File: src/rtl/serial_job_pkg.sv
// Shared types and helpers for the serial job front end: TX state encoding and a
// constant-evaluable clog2 used to size counters, pointers and ports.
package serial_job_pkg;

   typedef enum logic [1:0] {
      TX_IDLE  = 2'd0,
      TX_LOAD  = 2'd1,
      TX_START = 2'd2,
      TX_WAIT  = 2'd3
   } tx_state_t;

   function automatic int clog2(input int value);
      int r;
      r = 0;
      while ((1 << r) < value) r = r + 1;
      return r;
   endfunction

endpackage

File: src/rtl/serial_result_fifo.sv
// Synchronous result FIFO, head visible combinationally, level/empty reported; 0-cycle read, 1-cycle write.
// A push while full is accepted only if a pop frees a slot that cycle, otherwise it is dropped and flagged.
module serial_result_fifo
   import serial_job_pkg::*;
#(
   parameter int WIDTH = 32,
   parameter int DEPTH = 4,
   localparam int AW   = clog2(DEPTH)
) (
   input  logic             i_clk,
   input  logic             i_reset,
   input  logic             i_push,
   input  logic [WIDTH-1:0] i_dat,
   input  logic             i_pop,
   output logic [WIDTH-1:0] o_dat,
   output logic [AW:0]      o_level,
   output logic             o_empty,
   output logic             o_drop
);

   logic [WIDTH-1:0] r_mem [DEPTH];
   logic [AW:0]      r_wr;
   logic [AW:0]      r_rd;
   logic [AW:0]      w_level;
   logic             w_full;
   logic             w_do_pop;
   logic             w_do_push;

   // Pointers carry one extra MSB so full and empty are distinguishable.
   assign w_level   = r_wr - r_rd;
   assign w_full    = (w_level == (AW+1)'(DEPTH));
   assign o_empty   = (w_level == '0);
   assign w_do_pop  = i_pop && !o_empty;
   assign w_do_push = i_push && (!w_full || w_do_pop);
   assign o_drop    = i_push && !w_do_push;
   assign o_level   = w_level;
   assign o_dat     = r_mem[r_rd[AW-1:0]];

   always_ff @(posedge i_clk) begin
      if (i_reset) begin
         r_wr <= '0;
         r_rd <= '0;
      end else begin
         if (w_do_push) r_wr <= r_wr + 1'b1;
         if (w_do_pop)  r_rd <= r_rd + 1'b1;
      end
   end

   always_ff @(posedge i_clk) begin
      if (w_do_push) r_mem[r_wr[AW-1:0]] <= i_dat;
   end

endmodule

File: src/rtl/uart.sv
// 8N1 UART with no reset: RX delivers a byte with a one-cycle ready pulse after the stop-bit sample,
// TX takes a byte on tx_start while idle; tx_start is ignored while busy (no queueing).
module uart
   import serial_job_pkg::*;
#(
   parameter int CLOCK        = 100000000,
   parameter int BAUD         = 115200,
   parameter int SAMPLE_POINT = 8
) (
   input  logic       i_clk,
   input  logic       i_rx,
   output logic       o_tx,
   input  logic       i_tx_start,
   input  logic [7:0] i_tx_byte,
   output logic       o_tx_busy,
   output logic       o_rx_data_ready,
   output logic [7:0] o_rx_byte,
   output logic       o_rx_busy
);

   localparam int DIV = CLOCK / BAUD;
   localparam int CW  = clog2(DIV + 1);
   // SAMPLE_POINT is in sixteenths of a bit period
   localparam int SP  = (DIV * SAMPLE_POINT) / 16;

   logic          r_rx_s1;
   logic          r_rx_s2;
   logic          r_rx_act;
   logic [CW-1:0] r_rx_cnt;
   logic [3:0]    r_rx_bit;
   logic [7:0]    r_rx_sh;
   logic          r_rx_rdy;

   // Counters use >= so an arbitrary power-up state still drains back to idle.
   always_ff @(posedge i_clk) begin
      r_rx_s1  <= i_rx;
      r_rx_s2  <= r_rx_s1;
      r_rx_rdy <= 1'b0;
      if (!r_rx_act) begin
         if (!r_rx_s2) begin
            r_rx_act <= 1'b1;
            r_rx_cnt <= '0;
            r_rx_bit <= '0;
         end
      end else begin
         if (r_rx_cnt == CW'(SP)) begin
            if (r_rx_bit == 4'd0) begin
               if (r_rx_s2) r_rx_act <= 1'b0;
            end else if (r_rx_bit >= 4'd9) begin
               r_rx_act <= 1'b0;
               r_rx_rdy <= r_rx_s2;
            end else begin
               r_rx_sh <= {r_rx_s2, r_rx_sh[7:1]};
            end
         end
         if (r_rx_cnt >= CW'(DIV - 1)) begin
            r_rx_cnt <= '0;
            r_rx_bit <= r_rx_bit + 4'd1;
         end else begin
            r_rx_cnt <= r_rx_cnt + 1'b1;
         end
      end
   end

   assign o_rx_data_ready = r_rx_rdy;
   assign o_rx_byte       = r_rx_sh;
   assign o_rx_busy       = r_rx_act;

   logic          r_tx_act;
   logic [CW-1:0] r_tx_cnt;
   logic [3:0]    r_tx_bit;
   logic [9:0]    r_tx_sh;

   always_ff @(posedge i_clk) begin
      if (!r_tx_act) begin
         if (i_tx_start) begin
            r_tx_act <= 1'b1;
            r_tx_sh  <= {1'b1, i_tx_byte, 1'b0};
            r_tx_cnt <= '0;
            r_tx_bit <= '0;
         end
      end else if (r_tx_cnt >= CW'(DIV - 1)) begin
         r_tx_cnt <= '0;
         r_tx_sh  <= {1'b1, r_tx_sh[9:1]};
         if (r_tx_bit >= 4'd9) r_tx_act <= 1'b0;
         else                  r_tx_bit <= r_tx_bit + 4'd1;
      end else begin
         r_tx_cnt <= r_tx_cnt + 1'b1;
      end
   end

   assign o_tx      = r_tx_act ? r_tx_sh[0] : 1'b1;
   assign o_tx_busy = r_tx_act;

endmodule

File: src/rtl/serial_job_core.sv
// UART front end: assembles RX frames into job_data (valid 1 clk after last byte) and sends queued result words MSB first.
// Results are never back-pressured: a push into a full FIFO is dropped and sets a sticky overflow flag.
module serial_job_core
   import serial_job_pkg::*;
#(
   parameter int CLOCK        = 100000000,
   parameter int BAUD         = 115200,
   parameter int SAMPLE_POINT = 8,
   parameter int RX_BYTES     = 64,
   parameter int TX_BYTES     = 4,
   parameter int FIFO_DEPTH   = 4,
   parameter int RX_TIMEOUT   = CLOCK / BAUD * 40
) (
   input  logic                         i_clk,
   input  logic                         i_reset,
   input  logic                         i_rx,
   output logic                         o_tx,
   output logic [RX_BYTES*8-1:0]        o_job_data,
   output logic                         o_job_valid,
   input  logic [TX_BYTES*8-1:0]        i_res_data,
   input  logic                         i_res_valid,
   output logic [clog2(FIFO_DEPTH):0]   o_fifo_level,
   output logic                         o_overflow,
   output logic                         o_rx_busy,
   output logic                         o_tx_busy
);

   localparam int RXW  = RX_BYTES * 8;
   localparam int TXW  = TX_BYTES * 8;
   localparam int CNTW = clog2(RX_BYTES + 1);
   localparam int TOW  = clog2(RX_TIMEOUT + 1);
   localparam int IDXW = clog2(TX_BYTES + 1);

   logic       w_rx_rdy;
   logic [7:0] w_rx_byte;
   logic       w_uart_rx_busy;
   logic       w_uart_tx_busy;
   logic       w_tx_start;
   logic [7:0] w_tx_byte;

   uart #(
      .CLOCK        (CLOCK),
      .BAUD         (BAUD),
      .SAMPLE_POINT (SAMPLE_POINT)
   ) u_uart (
      .i_clk           (i_clk),
      .i_rx            (i_rx),
      .o_tx            (o_tx),
      .i_tx_start      (w_tx_start),
      .i_tx_byte       (w_tx_byte),
      .o_tx_busy       (w_uart_tx_busy),
      .o_rx_data_ready (w_rx_rdy),
      .o_rx_byte       (w_rx_byte),
      .o_rx_busy       (w_uart_rx_busy)
   );

   logic [CNTW-1:0] r_rx_cnt;
   logic [TOW-1:0]  r_to_cnt;
   logic [RXW-1:0]  r_job_data;
   logic            r_job_vld;
   logic            r_rx_skip;
   logic            w_rx_take;
   logic [RXW-1:0]  w_frame;

   // The uart is not reset, so a byte already in flight at reset is discarded when it lands.
   assign w_rx_take = w_rx_rdy && !r_rx_skip;

   generate
      if (RX_BYTES > 1) begin : g_shadow
         logic [RXW-9:0] r_shadow;
         always_ff @(posedge i_clk) begin
            if (w_rx_take) r_shadow <= w_frame[RXW-9:0];
         end
         assign w_frame = {r_shadow, w_rx_byte};
      end else begin : g_no_shadow
         assign w_frame = w_rx_byte;
      end
   endgenerate

   always_ff @(posedge i_clk) begin
      if (i_reset) begin
         r_rx_cnt   <= '0;
         r_to_cnt   <= '0;
         r_job_data <= '0;
         r_job_vld  <= 1'b0;
         r_rx_skip  <= 1'b1;
      end else begin
         r_job_vld <= 1'b0;
         if (!w_uart_rx_busy) r_rx_skip <= 1'b0;
         if (w_rx_take) begin
            r_to_cnt <= '0;
            if (r_rx_cnt == CNTW'(RX_BYTES - 1)) begin
               r_rx_cnt   <= '0;
               r_job_data <= w_frame;
               r_job_vld  <= 1'b1;
            end else begin
               r_rx_cnt <= r_rx_cnt + 1'b1;
            end
         end else if (r_rx_cnt != '0) begin
            if (r_to_cnt == TOW'(RX_TIMEOUT)) r_rx_cnt <= '0;
            else                              r_to_cnt <= r_to_cnt + 1'b1;
         end else begin
            r_to_cnt <= '0;
         end
      end
   end

   assign o_job_data  = r_job_data;
   assign o_job_valid = r_job_vld;
   assign o_rx_busy   = (r_rx_cnt != '0);

   logic [TXW-1:0]            w_fifo_dat;
   logic [clog2(FIFO_DEPTH):0] w_fifo_level;
   logic                      w_fifo_empty;
   logic                      w_fifo_drop;
   logic                      w_pop;
   logic                      r_overflow;

   serial_result_fifo #(
      .WIDTH (TXW),
      .DEPTH (FIFO_DEPTH)
   ) u_fifo (
      .i_clk   (i_clk),
      .i_reset (i_reset),
      .i_push  (i_res_valid),
      .i_dat   (i_res_data),
      .i_pop   (w_pop),
      .o_dat   (w_fifo_dat),
      .o_level (w_fifo_level),
      .o_empty (w_fifo_empty),
      .o_drop  (w_fifo_drop)
   );

   always_ff @(posedge i_clk) begin
      if (i_reset)          r_overflow <= 1'b0;
      else if (w_fifo_drop) r_overflow <= 1'b1;
   end

   assign o_fifo_level = w_fifo_level;
   assign o_overflow   = r_overflow;

   tx_state_t       r_tx_state;
   tx_state_t       w_tx_state_nxt;
   logic [TXW-1:0]  r_tx_shift;
   logic [TXW-1:0]  w_tx_shift_nxt;
   logic [IDXW-1:0] r_tx_idx;
   logic [IDXW-1:0] w_tx_idx_nxt;
   logic            r_tx_skip;
   logic            w_tx_skip_nxt;

   always_ff @(posedge i_clk) begin
      if (i_reset) begin
         r_tx_state <= TX_IDLE;
         r_tx_shift <= '0;
         r_tx_idx   <= '0;
         r_tx_skip  <= 1'b0;
      end else begin
         r_tx_state <= w_tx_state_nxt;
         r_tx_shift <= w_tx_shift_nxt;
         r_tx_idx   <= w_tx_idx_nxt;
         r_tx_skip  <= w_tx_skip_nxt;
      end
   end

   // The first WAIT cycle ignores uart busy, which only rises the cycle after tx_start.
   always_comb begin
      w_tx_state_nxt = r_tx_state;
      w_tx_shift_nxt = r_tx_shift;
      w_tx_idx_nxt   = r_tx_idx;
      w_tx_skip_nxt  = r_tx_skip;
      w_pop          = 1'b0;
      w_tx_start     = 1'b0;
      case (r_tx_state)
         TX_IDLE: begin
            if (!w_fifo_empty && !w_uart_tx_busy) w_tx_state_nxt = TX_LOAD;
         end
         TX_LOAD: begin
            w_tx_shift_nxt = w_fifo_dat;
            w_pop          = 1'b1;
            w_tx_idx_nxt   = '0;
            w_tx_state_nxt = TX_START;
         end
         TX_START: begin
            w_tx_start     = 1'b1;
            w_tx_shift_nxt = r_tx_shift << 8;
            w_tx_skip_nxt  = 1'b1;
            w_tx_state_nxt = TX_WAIT;
         end
         TX_WAIT: begin
            if (r_tx_skip) begin
               w_tx_skip_nxt = 1'b0;
            end else if (!w_uart_tx_busy) begin
               if (r_tx_idx == IDXW'(TX_BYTES - 1)) begin
                  w_tx_state_nxt = TX_IDLE;
               end else begin
                  w_tx_idx_nxt   = r_tx_idx + 1'b1;
                  w_tx_state_nxt = TX_START;
               end
            end
         end
      endcase
   end

   assign w_tx_byte = r_tx_shift[TXW-1 -: 8];
   assign o_tx_busy = !w_fifo_empty || (r_tx_state != TX_IDLE);

endmodule

File: config.mk
export PLATFORM = sky130hd
export DESIGN_NAME = serial_job_core
export DESIGN_NICKNAME = d
export VERILOG_FILES = /design/src/rtl/serial_job_pkg.sv /design/src/rtl/serial_result_fifo.sv /design/src/rtl/uart.sv /design/src/rtl/serial_job_core.sv
export SDC_FILE = /design/constraint.sdc
export NUM_CORES = 2
export LEC_CHECK = 0
export CORE_MARGIN = 4
export CORE_UTILIZATION = 40
export DETAILED_ROUTE_END_ITERATION = 7
export PLACE_DENSITY_LB_ADDON = 0.25
export SETUP_SLACK_MARGIN = 0.02
export SLEW_MARGIN = 20
export SYNTH_ARGS = -nofsm -noshare
export SYNTH_HDL_FRONTEND = slang
export SYNTH_SLANG_ARGS = --single-unit
File: constraint.sdc
create_clock -name i_clk -period 11.96 [get_ports i_clk]
set_clock_uncertainty 0.1 [all_clocks]
set_input_delay 1.196 -clock i_clk [delete_from_list [all_inputs] [get_ports i_clk]]
set_output_delay 1.196 -clock i_clk [all_outputs]
set_load 0.01 [all_outputs]
==> After elaboration in Yosys (flattened, before gate mapping) <==
Memories as Yosys holds them, arrays and structs flattened. A register that Yosys moved wholly into a read port is not among the register bits.
Index checks and enable logic that the tools add are counted.
{ "classes": {"addsub": 10, "n_mul": 0, "div": 0, "magnitude_cmp": 4, "n_eq_ne": 16, "shifts": 0, "mux": 48, "n_bitwise": 6, "n_reduce_logical": 34} }
{ "ops": {"columns": ["cell", "n"], "rows": [
  ["two-way mux 10 bit", 9],
  ["case mux 32 bit (2 select lines)", 1],
  ["two-way mux 4 bit", 7],
  ["two-way mux 7 bit", 4],
  ["adder 10 x 1 -> 10 bit (second input constant)", 2],
  [">= comparator 10 bit (second input constant)", 2],
  ["adder 16 x 1 -> 16 bit (second input constant)", 1],
  ["== test 16 bit (second input constant)", 1],
  ["inequality test 2 bit (second input constant)", 8],
  ["two-way mux 1 bit", 15],
  ["nonzero test 2 bit", 7],
  ["two-way mux 2 bit", 6],
  ["== test 10 x 9 -> 1 bit (second input constant)", 1],
  ["adder 3 x 1 -> 3 bit (second input constant)", 3],
  ["two-way mux 3 bit", 3],
  ["adder 4 x 1 -> 4 bit (second input constant)", 2],
  [">= comparator 4 bit (second input constant)", 2],
  ["case mux 2 bit (4 select lines)", 1],
  ["AND reduction 2 bit", 4],
  ["AND reduction 4 bit", 2],
  ["adder 7 x 1 -> 7 bit (second input constant)", 1],
  ["== test 7 x 6 -> 1 bit (second input constant)", 1],
  ["nonzero test 7 bit", 1],
  ["inverter 1 bit", 6],
  ["other kinds (17)", 28]
]} }
{ "word_totals": {"ff_bits": 1137, "latch_bits": 0, "ramBits": 128, "romBits": 0, "in_bits": 36, "output_inout_bits": 520, "wordCells": 143, "memories": 1} }
{ "memory_table": {"columns": ["memory", "depth", "width", "read_ports", "rd_ports_with_merged_regs", "wr", "line", "source"], "rows": [
  ["u_fifo.r_mem", 4, 32, 1, 1, 1, "serial_result_fifo.sv:21", "logic [WIDTH-1:0] r_mem [DEPTH];"]
]} }

==> Logic depth before layout (Yosys ltp) <==
{ "depth": {"depth_word": 8, "depth_mapped": 9, "ltp_nobuf": 8} }

==> Hierarchy <==
From an unflattened synthesis, not the netlist that was laid out.
{ "hier_totals": {"cells_unflattened": 3465, "area_unflattened_um2": 43028.8} }
{ "modules_own_cells": {"columns": ["module", "instances", "cells_per_inst", "area_per_inst_um2", "seq_area_each_um2"], "rows": [
  ["serial_job_core", 1, 3054, 35494.0, 26665.6],
  ["serial_result_fifo", 1, 221, 5118.7, 4003.8],
  ["uart", 1, 190, 2416.1, 1451.4]
]} }

==> Worst setup path before layout <==
Ideal clock, no wire load.
{ "synth_path": {"kind": "register to register", "startpoint": "reg r_rx_skip", "endpoint": "reg r_rx_cnt[6]", "setup_ns": 0.105, "arrival_time_ns": 11.653, "required_ns": 11.755, "slack_ns": 0.101, "path_stages_with_launch": 6, "n_path_buf": 1, "synth_period_minus_slack_ns": 11.859, "path_cell_list": "dfxtp_1 -> nand2b_1 -> buf_2 -> inv_1 -> o21ai_0 -> a21oi_1"} }
{ "synth_via": {"elab_chain_cells": 4, "elab_cells_between_ends": 6, "cone_classes": "mux: 1; reduce/logical: 5"} }
{ "synth_lines": {"columns": ["item", "line", "source"], "rows": [
  ["start: declaration", "serial_job_core.sv:61", "logic r_rx_skip;"],
  ["start signal: assignment", "serial_job_core.sv:86", "r_rx_skip <= 1'b1;"],
  ["start signal: assignment", "serial_job_core.sv:89", "if (!w_uart_rx_busy) r_rx_skip <= 1'b0;"],
  ["zero test 1 bit (*)", "serial_job_core.sv:66", "assign w_rx_take = w_rx_rdy && !r_rx_skip;"],
  ["logical AND 1 bit (*)", "serial_job_core.sv:66", null],
  ["via w_rx_take", "serial_job_core.sv:62", "logic w_rx_take;"],
  ["nonzero test 2 bit (no source line)", null, null],
  ["AND reduction 2 bit (no source line)", null, null],
  ["end signal: assignment", "serial_job_core.sv:97", "r_rx_cnt <= r_rx_cnt + 1'b1;"],
  ["end: declaration", "serial_job_core.sv:57", "logic [CNTW-1:0] r_rx_cnt;"]
]} }
The timed path passes the listed nets; every way through them passes the cells marked *.
A chain may end at the register's enable or synchronous reset.

==> Worst setup path in the final report <==
{ "layout_path": {"startpoint": "reg u_fifo.r_wr[0]", "endpoint": "out o_tx_busy"} }
{ "layout_via": {"elab_chain_cells": 4} }
{ "layout_lines": {"columns": ["item", "line", "source"], "rows": [
  ["start: declaration", "serial_result_fifo.sv:22", "logic [AW:0] r_wr;"],
  ["start signal: assignment", "serial_result_fifo.sv:44", "if (w_do_push) r_wr <= r_wr + 1'b1;"],
  ["subtractor 3 bit", "serial_result_fifo.sv:30", "assign w_level = r_wr - r_rd;"],
  ["zero test 3 bit", "serial_result_fifo.sv:32", "assign o_empty = (w_level == '0);"],
  ["zero test 1 bit", "serial_job_core.sv:205", "assign o_tx_busy = !w_fifo_empty || (r_tx_state != TX_IDLE);"],
  ["logical OR 1 bit", "serial_job_core.sv:205", null],
  ["end: declaration", "serial_job_core.sv:25", "output logic o_tx_busy"]
]} }
No other way between the ends.

==> impl_metrics.toml <==
[setup_path]
slowest_delay_ps = 550
crit_chain = "inv_1 -> ha_1 -> fa_1 -> xnor3_1 -> nand3_1 -> clkdlybuf4s50_1"
arrival_ps = 2830
path_max_fanout = 6
crit_required_ps = 10660
end_kind = "output port"
crit_type = "reg -> out"
cp_slowest_cell = "clkdlybuf4s50_1"
critPathLaunchType = "register"

[floorplanning]
core.rowCount = 119
num_io_pins = 556
chipWidth_um = 335.2
coreArea_um2 = 105900
die-area_um2 = 112400
initial_core_util = 0.4046
fp.dieH_um = 335.2

[route]
route.met3.wl_um = 8543
drt_iter0_markers = 1803
postRouteAntennaNets = 0
drt_pass1_iterations = 5
dr.max_layer_used = "met4"
drt_wl_total_um = 104400
wl_met2_um = 49260
vias_per_cell = 4.877
wl_per_cell_um = 19.08
wl_met1_um = 44420
num_vias = 26700
drc = 0

[clock_tree]
cts_tree = "built"
cts-root-buf = "clkbuf_16"
cts_resized = 0
cts_setup_buffers = 0
cts_buffers = 135
htree_levels = 4
cts_num_sinks = 1266
postCtsHoldBufs = 0
clk_pin_slew_ps = 60
clock_path_buffers = 3
clock_latency_ps = 720

[outcome]
status = "completed"

[global_route]
grtUsageTotal = 0.1808
grt_pass1_wl_um = 157300
grt_max_degree = 217
overflow = 0
grt_pass1_vias = 26030
antenna_found_initial = 1

[placement]
gp_congestion = 0.7741
io_buffer_count = 555
dp_hpwl_um = 65290

[final_layout]
nets = 4028
drive_gt1_frac = 0.06935
layout_common_cells = "nand2_1, edfxtp_1, dfxtp_1"
syn2layout_area_growth_pct = 25.93
multiInputGateArea_um2 = 9714
num-fill-cells = 9209
mostFrequentLayoutCell = "nand2_1"
seq_area_um2 = 32120

[sta]
setup_viol = 0
finalSetupTns_ps = 0
min_period_ps = 4121
hold-worst-slack_ps = 229.2
hold_viol_final = 0
rsz0062_at_grt = "no"
max_freq_mhz = 242.7
slew-limit-headroom = 0.2615
finalCritPeriodShare = 0.3446
drv_slew = 0
tightest_slew_ps = 1108

[yosys]
synth_cell_types = 55
yosys_warnings = 0
syn_area_per_cell_um2 = 12.42
synth_edf_count = 677
ys.flop_type = "edfxtp_1"
ys_seq_area_frac = 0.7499
syn_nets = 3511
synth_cells = 3449
syn_area_um2 = 42840
synthArstFlopShare = 0
ys_ff_latch = 1266

[flow_run]
drv_cap = 0

[power_and_ir_drop]
powerDensity_nw_per_um2 = 175.9
ir_drop_uv = 108.8
power_leakage_nw = 16.69

[min_path]
hp-class = "reg -> reg"
==> kinds of logic (layout without fill, tap and decap cells) <==
kind of cell,count (synthesis),count (layout),synth area share
DFF,1266,1266,0.7499
buffers and inverters,231,863,0.02357
adders and majority gates,26,26,0.007770
xor gates and xnor gates,37,37,0.007886
AOI/OAI and AO/OA,587,587,0.07185
and+or+nand+nor,1236,1236,0.1141
other,0,2,0
muxes,66,66,0.02497
==> power breakdown <==
group          switching (W)  internal (W)  leakage, nW
sequential          0.000107       0.00474         10.4
combinational       0.000303      0.000241         4.15
clock                0.00171       0.00239         2.17
==> area by class of cell <==
cell class	instances	area share
sequential	1266	0.5955
multi-input combinational	1952	0.1801
timing repair buffer	585	0.1081
clock buffer	190	0.07093
tap	1391	0.03226
clock inverter	62	0.01109
inverter	26	0.001948
antenna	2	0.00009278
==> cells in the mapped netlist (23+ instances only) <==
cell,n,area (um2)
edfxtp_1,677,20330
dfxtp_1,589,11790
mux4_2,32,720.7
mux2i_1,27,270.3
clkbuf_1,93,349.1
nor2_1,90,337.8
buf_2,107,535.5
inv_1,26,97.59
ha_1,25,312.8
nand3_1,24,120.1
xnor2_1,23,201.4
a21oi_1,531,2658
a211oi_1,25,187.7
nand2_1,1044,3919
==> path summary, 6_finish.rpt <==
path                                     start                     end  slack, ps  cells after the start
worst max-delay path            u_fifo.r_wr[0]               o_tx_busy       7840                      6
worst min-delay path            u_uart.r_rx_s1          u_uart.r_rx_s2        230                      0
worst max register to register       r_rx_skip  g_shadow.r_shadow[293]       8550                      4
worst min register to register  u_uart.r_rx_s1          u_uart.r_rx_s2        230                      0
==> routing by layer <==
layer | track usage | vias to the layer above
li1 | - | 12950
met1 | 0.2316 | 12980
met2 | 0.2888 | 635
met3 | 0.06643 | 130
met4 | 0.05306 | 0
met5 | 0 | -
==> critical path, delay by kind of cell (launching register included) <==
| kind | cells | cell delay (ps) |
|---|---|---|
| buf+inv | 2 | 670 |
| fa+ha+maj | 2 | 650 |
| flops | 1 | 370 |
| xor+xnor | 1 | 290 |
| simple gates | 1 | 140 |
==> state kept, by name, summed over array words and instances, names as in the netlist, 4 cells and up, named ones only <==
signal,cells
g_shadow.r_shadow,504
o_job_data,512
r_rx_cnt,7
r_to_cnt,16
r_tx_shift,32
u_fifo.r_mem,128
u_uart.o_rx_byte,8
u_uart.r_rx_bit,4
u_uart.r_rx_cnt,10
u_uart.r_tx_bit,4
u_uart.r_tx_cnt,10
u_uart.r_tx_sh,9
==> stage by stage <==
stage,power [W],area [um2],setup WS (ps),std cells,util
floorplan,0.005329,42840,101.4,3449,-
global placement,0.005482,49490,7847,5219,0.4675
detailed placement,0.005494,49490,7824,5219,0.4675
CTS,0.009617,53910,7739,5471,0.5092
global route,0.009877,53940,7611,5473,0.5095
finish,0.009488,53940,7839,5474,0.5096
Note: power is estimated with default switching activity, not from simulation.
